`src/rtl/fetch_pkg.sv`:
```
// Shared types and default widths for the instruction-fetch controller.
package fetch_pkg;

    localparam int PC_W    = 12;
    localparam int INSTR_W = 9;

    typedef enum logic [1:0] {
        ISSUE,
        WAIT,
        VALID,
        HALTED
    } fetch_state_t;

endpackage

```
`src/rtl/fetch_ctrl.sv`:
```
// Instruction-fetch controller: one fetch in flight, valid/ready hand-off to decode,
// registered next-PC write-back, sticky halt and a saturating retired counter.
module fetch_ctrl #(
    parameter int PC_W     = fetch_pkg::PC_W,
    parameter int INSTR_W  = fetch_pkg::INSTR_W,
    parameter int IMEM_LAT = 1,
    parameter int CNT_W    = 16
) (
    input  logic               clk,
    input  logic               reset,
    input  logic [PC_W-1:0]    pc_in,
    output logic [PC_W-1:0]    pc_next,
    output logic               wpc_en,
    output logic [PC_W-1:0]    imem_addr,
    input  logic [INSTR_W-1:0] imem_rdata,
    output logic [INSTR_W-1:0] instr,
    output logic               instr_valid,
    input  logic               instr_ready,
    input  logic               redirect_valid,
    input  logic [PC_W-1:0]    redirect_target,
    input  logic               halt,
    output logic               done,
    output logic [CNT_W-1:0]   retired
);

    import fetch_pkg::*;

    localparam int LAT_W = 3;

    fetch_state_t     state;
    logic [LAT_W-1:0] lat_cnt;
    logic             accept;

    function automatic logic [CNT_W-1:0] sat_inc(input logic [CNT_W-1:0] v);
        return (&v) ? v : v + {{(CNT_W-1){1'b0}}, 1'b1};
    endfunction

    function automatic logic [PC_W-1:0] pc_inc(input logic [PC_W-1:0] pc);
        return pc + {{(PC_W-1){1'b0}}, 1'b1};
    endfunction

    // PC register only moves after a wpc_en pulse, so the address is stable in flight.
    assign imem_addr = pc_in;
    assign accept    = instr_valid && instr_ready;

    always_ff @(posedge clk or posedge reset) begin
        if (reset) begin
            state       <= ISSUE;
            lat_cnt     <= '0;
            wpc_en      <= 1'b0;
            pc_next     <= '0;
            instr       <= '0;
            instr_valid <= 1'b0;
            done        <= 1'b0;
            retired     <= '0;
        end else begin
            wpc_en <= 1'b0;
            case (state)
                ISSUE: begin
                    // While the write-back pulse is out, pc_in still holds the old PC.
                    if (!wpc_en) begin
                        lat_cnt <= LAT_W'(IMEM_LAT);
                        state   <= WAIT;
                    end
                end
                WAIT: begin
                    if (lat_cnt <= LAT_W'(1)) begin
                        instr       <= imem_rdata;
                        instr_valid <= 1'b1;
                        state       <= VALID;
                    end else begin
                        lat_cnt <= lat_cnt - LAT_W'(1);
                    end
                end
                VALID: begin
                    if (accept) begin
                        instr_valid <= 1'b0;
                        retired     <= sat_inc(retired);
                        if (halt) begin
                            done  <= 1'b1;
                            state <= HALTED;
                        end else begin
                            wpc_en  <= 1'b1;
                            pc_next <= redirect_valid ? redirect_target : pc_inc(pc_in);
                            state   <= ISSUE;
                        end
                    end
                end
                HALTED: begin
                    instr_valid <= 1'b0;
                    done        <= 1'b1;
                end
                default: state <= ISSUE;
            endcase
        end
    end

endmodule

```
`config.mk`:
```
export PLATFORM = sky130hd
export DESIGN_NAME = fetch_ctrl
export DESIGN_NICKNAME = d
export VERILOG_FILES = /design/src/rtl/fetch_pkg.sv /design/src/rtl/fetch_ctrl.sv
export SDC_FILE = /design/constraint.sdc
export NUM_CORES = 1
export LEC_CHECK = 0
export CORE_MARGIN = 2
export CORE_UTILIZATION = 40
export DETAILED_ROUTE_END_ITERATION = 10
export PLACE_DENSITY_LB_ADDON = 0.1
export SYNTH_ARGS = -nofsm -noshare
export SYNTH_HDL_FRONTEND = slang
export SYNTH_SLANG_ARGS = --single-unit
```
`constraint.sdc`:
```
create_clock -name clk -period 1.97 [get_ports clk]
set_clock_uncertainty 0.1 [all_clocks]
set_input_delay 0.2955 -clock clk [delete_from_list [all_inputs] [get_ports clk]]
set_output_delay 0.2955 -clock clk [all_outputs]
set_load 0.02 [all_outputs]
```
==> results by group <==
Synth
  • Post-synth top area share: 0.4613
  • Syn Nets: just under 300
  • #FFs+latches synth: between 40 and 50
  • Async SR Flop Fraction: 1.000
  • Cell Area, Synth: about 2400 um2
  • Warnings from Yosys: 0
  • Ys flop type: dfrtp_1
  • Synth area leader: dfrtp_1
  • Number of flops mapped to enable cells by yosys: 0
  • Seq/Total Area, Yosys: 0.4613
  • Synth top area cells: dfrtp_1, mux2_2, xnor2_1, nand2_1, ha_1
  • Syn Area/Cell: between 10 and 15 um2
  • Synth cell count leaders: dfrtp_1, nand2_1, xnor2_1
  • Post-synthesis cell count: 243
  • Most numerous cell in the Yosys netlist: dfrtp_1
  • Post-synthesis cell type count: between 40 and 50

Floorplanning
  • DIE AREA: 6744 um2
  • Initial Utilization: 0.4123
  • Num rows: 28
  • Die W: 82.12 um
  • Core footprint: 5921 um2
  • I/O pin cnt: 90
  • Die height: 82.12 um

Critical path
  • RR Endpoint: state[0]$_DFFE_PP0P_
  • CP max FO: 6
  • Crit path kind: primary input to output pin
  • CP top delay family: buffers and inverters
  • Crit-path cells: clkdlybuf4s50_1 > clkdlybuf4s50_1
  • CP endpoint kind: output pin
  • WP data required: 1.57 ns
  • Crit path largest cell delay: 0.66 ns
  • Top cell by count, worst path: clkdlybuf4s50_1
  • Worst r2r path cells: 6
  • Worst setup SP type: primary input
  • Worst R2R Setup Slack: around 0.080 ns
  • Crit path buf inv count: 2
  • CP max-delay cell: clkdlybuf4s50_1
  • CP arrival: 1.52 ns
  • R2r startpoint: lat_cnt[1]$_DFFE_PP0P_

Pwr
  • Power Density: approximately 1100 nW/um2
  • Lkg Pwr: between 1.5 and 2 nW
  • VDD IR max: around 590 uV

Timing
  • Final Hold Viols: 0
  • Slew HR: 0.7160
  • Slew Limit Fails: 0
  • Final setup violation count: 0
  • RSZ-0062 raised after global routing: no
  • Max Clk Rate: between 0.5 and 0.6 GHz
  • Final Critical Period: roughly 1.9 ns
  • Transition time at the pin with the least slew margin: 0.4206 ns
  • Worst Hold Slack: ~0.24 ns
  • Tcrit/Tclk final: 0.9734
  • Setup TNS: 0 ns

Clock network
  • Clock Path Buffers: 2
  • Hold_buf cts: 0
  • CTS Sinks: 45
  • Clock transition at the registers of the reported paths: 0.08 ns
  • H-tree depth: 2
  • CTS tree: done
  • CTS Buf Count: 5
  • Worst-skew pair later-pin latency: slightly below 0.3 ns
  • CTS root buffer: clkbuf_8

Global route
  • Pin count of the biggest net entering global routing: 46
  • Gr ovfl total: 0
  • Vias in the first global route: approximately 2000
  • Global-route wire length before repair: between 9 and 10 mm
  • GRT Total Usage: 0.1766
  • Initial antenna violation count: 0

Placement
  • Hpwl dp: 4.422 mm
  • Gpl congestion: between 0.8 and 0.9
  • Port bufs: 89

Layout
  • Fin nets: roughly 390
  • Synthesis-to-finish area growth: 47.92%
  • Final Util: 0.6099
  • Diodes inserted: 0
  • Ratio of cells with drive above 1 in the final layout: 0.1466

Routing
  • DRC: 0
  • WL final: between 5 and 6 mm
  • DRT iter0 DRCs: 42
  • Avg WL per Cell: around 13 um
  • Antenna Nets Post-Route: 0
  • DR vias/cell: ~5.0
  • First-pass detailed-route iteration total: 4
  • Via count: 2114

Run status
  • Status: finished clean

Hold path
  • Min-Delay Path Class: primary input to async pin

Flow run
  • Max cap viols: 0
-- timing repair --
| item | CTS | global route |
|---|---|---|
| hold endpoints to repair | 0 | 0 |
| setup endpoints to repair | 1 | 2 |
| gates resized for setup | 0 | 3 |
| buffers inserted | 1 | 0 |
| pin swaps | 0 | 2 |
-- how the worst max path moves through the flow --
stage	from	end	cells after the start
2_1_floorplan	lat_cnt[1]$_DFFE_PP0P_	state[0]$_DFFE_PP0P_	6
3_3_place_gp	pc_in[0]	pc_next[10]$_DFFE_PP0P_	6
3_5_place_dp	pc_in[1]	pc_next[10]$_DFFE_PP0P_	6
4_1_cts	lat_cnt[1]$_DFFE_PP0P_	state[0]$_DFFE_PP0P_	6
5_1_grt	pc_in[0]	imem_addr[0]	3
6_report	pc_in[8]	imem_addr[8]	2
-- area by class of cell --
type | count | area, um2
timing repair buffer | 114 | 1091
clock inverter | 2 | 10.01
fill | 547 | 2310
multi-input combinational | 171 | 1180
inverter | 10 | 37.54
clock buffer | 6 | 72.57
tap | 75 | 93.84
sequential | 45 | 1126
-- per-stage QoR --
step	total power, mW	worst slack [ns]	std cells	cell area, um2
after floorplan	2.559	0.08591	243	2441
after global placement	3.350	0.03711	414	3510
after detailed placement	3.400	-0.03163	414	3510
after CTS	3.982	0.02075	423	3600
after global routing	4.219	0.0009440	423	3611
final	3.921	0.05234	423	3611
-- cells in the final DEF, fill, tap and decap left out, types with 2 or more instances in the layout --
cell and n:
o31ai_1 4, clkbuf_8 5, o211ai_1 5, inv_2 2
nor2_1 11, nand3_1 12, xor2_1 2, mux2_2 11
o311ai_0 2, nor3_1 2, and3_1 5, buf_4 24
xnor2_1 13, clkinv_2 2, a31oi_1 7, dfrtp_1 45
nand2b_1 6, nand4_1 4, a21oi_1 5, o21ai_0 12
clkdlybuf4s50_1 89, mux2i_1 5, ha_1 8, nor4_1 4
inv_1 8, o31a_1 5, nand2_1 28
-- logic make-up (layout without fill, tap and decap cells) --
family	Yosys count	after routing	share of synthesized area
AND/OR/NAND/NOR	82	82	0.1681
XOR/XNOR	15	15	0.05382
adder cells (fa/ha/maj)	8	8	0.04101
multiplexers	17	17	0.07740
flip-flops	45	45	0.4613
buffers and inverters	27	132	0.05997
AO/OA/AOI/OAI	49	49	0.1384
-- metal layers --
metal  global-route usage  wire [um]  part of all wire  vias to the layer above
met3              0.05217        359             0.063                        6
met2               0.2829       2722              0.48                       51
met1               0.2323       2565              0.45                      977
met4              0.05000         61             0.011                        0
li1                     -          -                 -                     1080
met5                    0          0                 0                        -
-- power breakdown --
group | total [mW] | internal, mW | switching, mW | leakage, nW
logic | 1.94 | 1.01 | 0.928 | 0.914
registers | 1.43 | 1.22 | 0.207 | 0.573
clock network | 0.556 | 0.246 | 0.310 | 0.0450
total | 3.92 | 2.48 | 1.45 | 1.53
-- flip-flops by register name, summed over array words and instances, names as in the netlist --
register and cells:
wpc_en 1, instr_valid 1, instr 9, lat_cnt 3, done 1, retired 16
state 2, pc_next 12
(Power assumes the default switching activity.)
